[src/rtl/random_pass_gen.sv]
// Door-lock password generator: a free-running 32-bit Fibonacci LFSR whose state
// is latched into newPass on each enabled rising edge of unlockDoor.
module random_pass_gen #(
    parameter int unsigned      WIDTH = 32,
    parameter logic [WIDTH-1:0] SEED  = 32'h00000001
) (
    input  logic             clk,
    input  logic             rstN,
    input  logic             keyEnable,
    input  logic             unlockDoor,
    output logic [WIDTH-1:0] newPass,
    output logic             passValid
);

    localparam logic [WIDTH-1:0] ONE      = {{(WIDTH-1){1'b0}}, 1'b1};
    localparam logic [WIDTH-1:0] SEED_EFF = (SEED == '0) ? ONE : SEED;

    logic [WIDTH-1:0] lfsr;
    logic [WIDTH-1:0] lfsr_next;
    logic             feedback;
    logic             unlock_prev;
    logic             capture;

    // x^32 + x^22 + x^2 + x + 1; an all-zero state is forced back to 1
    always_comb begin
        feedback  = lfsr[31] ^ lfsr[21] ^ lfsr[1] ^ lfsr[0];
        lfsr_next = (lfsr == '0) ? ONE : {lfsr[WIDTH-2:0], feedback};
        capture   = unlockDoor & ~unlock_prev & keyEnable;
    end

    // unlock_prev resets high so a request held through reset release is ignored
    always_ff @(posedge clk) begin
        if (!rstN) begin
            lfsr        <= SEED_EFF;
            unlock_prev <= 1'b1;
            newPass     <= '0;
            passValid   <= 1'b0;
        end else begin
            unlock_prev <= unlockDoor;
            if (keyEnable) begin
                lfsr <= lfsr_next;
            end
            if (capture) begin
                newPass <= lfsr;
            end
            passValid <= capture;
        end
    end

endmodule

[config.mk]
export PLATFORM = sky130hd
export DESIGN_NAME = random_pass_gen
export DESIGN_NICKNAME = d
export VERILOG_FILES = /design/src/rtl/random_pass_gen.sv
export SDC_FILE = /design/constraint.sdc
export NUM_CORES = 1
export LEC_CHECK = 0
export ABC_AREA = 1
export BUFFER_PORTS_ARGS = -buffer_cell sky130_fd_sc_hd__buf_4
export CAP_MARGIN = 10
export CELL_PAD_IN_SITES_DETAIL_PLACEMENT = 1
export CELL_PAD_IN_SITES_GLOBAL_PLACEMENT = 1
export CORE_UTILIZATION = 40
export DETAILED_ROUTE_END_ITERATION = 7
export GPL_TIMING_DRIVEN = 0
export PLACE_DENSITY_LB_ADDON = 0.1
export SLEW_MARGIN = 10
export SYNTH_ARGS = -nofsm -noshare
export SYNTH_HDL_FRONTEND = slang
export SYNTH_SLANG_ARGS = --single-unit
[constraint.sdc]
create_clock -name clk -period 1.6 [get_ports clk]
set_clock_uncertainty 0.2 [all_clocks]
set_input_delay 0.16 -clock clk [delete_from_list [all_inputs] [get_ports clk]]
set_output_delay 0.16 -clock clk [all_outputs]
set_load 0.02 [all_outputs]
Word-level counts from Yosys, hierarchy flattened. Cells that the tools add are included.

Register bits after elaboration: 66. Output and inout bits: 33.

Bitwise operators: 6. Reduce and logical (&&, ||, !) cells: 1. Mux-type cells: 1.

Operators by type and width (number): logical NOT 32 bit (1); two-way mux 32 bit (1); bitwise XOR 1 bit (3); bitwise AND 1 bit (2); inverter 1 bit (1).

Depth between registers and ports, before layout.
Depth in word-level cells: 4. Depth in mapped cells: 9. Depth with buffers taken out: 9.

Least setup slack after synthesis. No wires, ideal clock.

Path kind: reg-to-reg. Start point: register lfsr[0]. End point: register lfsr[0]. Buffers on the path: 0. Period minus slack after synthesis: 1125 ps. Slack: 475 ps. Data arrival time: 867 ps. Stages on the path, launching flop included: 8. Setup time: 58 ps. Cell sequence: dfxtp_1 -> nor2_1 -> nand2_1 -> nor2_1 -> nand2_1 -> o21ai_0 -> nand2_1 -> nand2_1.

Word-level cells in the longest chain between the ends: 2. Elaborated cells between the ends (all ways): 3. Those cells by class: 1 x mux; 1 x bitwise; 1 x reduce/logical.

Ends and longest elaborated chain: start: declaration (RTL line 18) `logic [WIDTH-1:0] lfsr;`; start signal: assignment (RTL line 41) `lfsr <= lfsr_next;`; logical NOT 32 bit / bitwise XOR 1 bit (equally long branches) (RTL line 27, 26); two-way mux 32 bit * (RTL line 27) `lfsr_next = (lfsr == '0) ? ONE : {lfsr[WIDTH-2:0], feedback};`.

Every way passes the cells marked *; elsewhere a longest branch is shown, timed or not. A chain may end at the register's enable or synchronous reset.

==> results_dict.tcl <==
set metrics [dict create \
    status "complete, no violations" \
    groute.layer.met2.usage 0.3517 \
    nNetsFinal 352 \
    yosysWarnings 0 \
    maxCapViolCount 0 \
    path_cells "dlygate4sd3_1 > buf_2 > clkbuf_1 > o21ai_0 > a21oi_1" \
    worstSetupPathType "in -> reg" \
    drt-total-wl_um 6065 \
    finalSetupViolCount 0 \
    critPathMaxStageDelay_ns 0.52 \
    crit_family "buffers and inverters" \
    synth_area_leader_cell "dfxtp_1" \
    timing.fmax_mhz 685.8 \
    grt_overflow 0 \
    antenna_cells 0 \
    syn-mean-instance-area_um2 7.953 \
    cts_buffers 9 \
    p_int_mw 2.454 \
    wl_per_cell_um 14.27 \
    pwr-share-comb 0.102 \
    initial_core_util 0.4229 \
    core_area_um2 5642 \
    numClockSinks 66 \
    p_per_area_nw_per_um2 1145 \
    fp.dieH_um 79.24 \
    power_frac_clock 0.365 \
    final.fill_count 752 \
    hpwl_um 4178 \
    ys_seq_elements 66 \
    syn2layout_area_growth_pct 22.60 \
    totalNegativeSetupSlack_ns 0 \
    critical_path_required_ns 1.67 \
    power_frac_seq 0.533 \
    hold_viol_final 0 \
    cts.clk_slew.worst_paths_ns 0.07 \
    drc 0 \
    grt_busiest_layer "met2" \
    io_pins 37 \
    row_count 27 \
    totalPowerFinal_mw 3.350 \
    drive_above_1_share 0.1898 \
    grtUsageMet1 0.2708 \
    synth_area_um2 2386 \
    ys_seq_area_frac 0.5537 \
    synthCells 300 \
    grt_pass1_wl_um 10280 \
    grt.total_usage 0.2171 \
    worst-path-buf-inv 3 \
    fin_ws_ns 0.1419 \
    die_w_um 79.24 \
    hp-class "in -> reg" \
    cts_setup_buffers 0 \
    gp_congestion 0.7282 \
    final.min_clock_period_ns 1.458 \
    clock_path_buffers 2 \
    vias_per_cell 5.042 \
    slew_violations 0 \
    place_ws_ns 0.3022 \
    synth_nets 304 \
    setup.worst_path.start_class "input port" \
    switching_share 0.2676 \
    tritoncts "built" \
    via_count 2143 \
    finish.utilization 0.5185 \
    leakage_nw 1.313 \
    drt_iter0_drc 80 \
    htreeDepth 3 \
    ir_worst_vdd_v 0.0007659 \
    antenna_found_initial 0 \
    slowest_stage "dlygate4sd3_1" \
    timing.final.crit_share 0.9113 \
    grtUsageMet3 0.06897 \
    root_buffer "clkbuf_8" \
    cp-end-kind "register" \
    p_switching_mw 0.8964 \
    worst-path-max-fanout 10 \
    grt_max_degree 11 \
    worst_pin_slew_ns 0.4023 \
    worstSkewPairLatency_ns 0.34 \
    yosys-top-cells-area "dfxtp_1 55%, o21ai_0 13%, a21oi_1 11%, nor2_1 7.4%, inv_1 4.7%" \
    slew_headroom 0.7318 \
    firstDrtPassIters 4 \
    ant_nets 0 \
    dieArea_um2 6278 \
    crit_arrival_ns 1.53 \
    port_buffers 35 \
    rsz0062_at_grt "false" \
    synth.distinct_cells 16 \
    grt_pass1_vias 2166 \
    synth_top_cell_area_share 0.5537 \
]
synthesized netlist by cell type, drive strengths merged:
master	count
buf	14
dfxtp	66
o21ai	63
a211oi	1
nand2	18
xnor2	1
nor2	48
xor2	1
inv	31
or2	1
a21oi	51
clkbuf	5
final timing paths:
kind / slack, ns / cells past startpoint / end / start
worst max register to register: 0.31 / 7 / lfsr[0] / lfsr[0]
worst max-delay path: 0.14 / 5 / newPass[10] / rstN
worst min-delay path: 0.16 / 4 / lfsr[2] / keyEnable
worst min register to register: 0.29 / 2 / newPass[20] / lfsr[20]
layout make-up:
type	instances	area (um2)	share of cell area
sequential	66	1321	0.4517
multi-input combinational	184	852.1	0.2913
timing repair buffer	37	282.8	0.09666
clock buffer	13	148.9	0.05090
clock inverter	3	15.01	0.005133
inverter	31	116.4	0.03978
tap	72	90.09	0.03080
buffer	19	98.84	0.03379
logic make-up after synthesis:
| logic type | Yosys count | synth area share |
|---|---|---|
| AOI/OAI and AO/OA | 115 | 0.2423 |
| and+or+nand+nor | 67 | 0.1075 |
| DFF | 66 | 0.5538 |
| buffers and inverters | 50 | 0.08914 |
| xor gates and xnor gates | 2 | 0.007343 |
placed cells by master, fill, tap and decap left out:
cell type	n
nor2_1	47
clkbuf_8	10
o21ai_0	62
clkinv_2	3
inv_1	30
xnor2_1	1
inv_2	1
nor2_2	1
buf_2	11
dlygate4sd3_1	2
or2_2	1
xor2_1	1
buf_4	38
clkbuf_1	6
a211oi_1	1
a21oi_1	51
clkbuf_2	2
nand2_1	18
dfxtp_1	66
o21ai_1	1
what timing repair did:
action,4_1_cts,5_1_grt
endpoints found under the hold margin,3,0
gates resized for setup,0,4
setup endpoints to repair,0,3
hold buffers,2,0
flip-flops by register name, summed over array words and instances, names as in the netlist:
signal / count
lfsr: 32
newPass: 32
passValid: 1
unlock_prev: 1
metal layers:
metal	part of all wire	routed length, um	up-vias
met4	0.012	72	0
met5	0	0	-
met3	0.036	219	10
li1	-	-	1074
met1	0.48	2906	1024
met2	0.47	2867	35
worst min-delay path, delay by kind of cell:
family | cells | cell delay [ns]
buffers and inverters | 2 | 0.29
AOI/OAI and AO/OA | 2 | 0.21
through the flow:
step	area (um2)	cells	hold slack, ns
3_3_place_gp	2739	407	0.1747
5_1_grt	2925	425	0.1582
3_5_place_dp	2739	407	0.1746
2_1_floorplan	2386	300	0.06658
4_1_cts	2923	425	0.1402
6_report	2925	425	0.1551
power groups by stage:
stage	combinational, mW	clock, mW	sequential, mW
2_1_floorplan	0.193	0	1.84
3_3_place_gp	0.327	0	1.82
3_5_place_dp	0.339	0	1.82
4_1_cts	0.346	1.25	1.79
5_1_grt	0.387	1.34	1.80
6_report	0.341	1.22	1.79
Power figures use the tool's default switching activity.
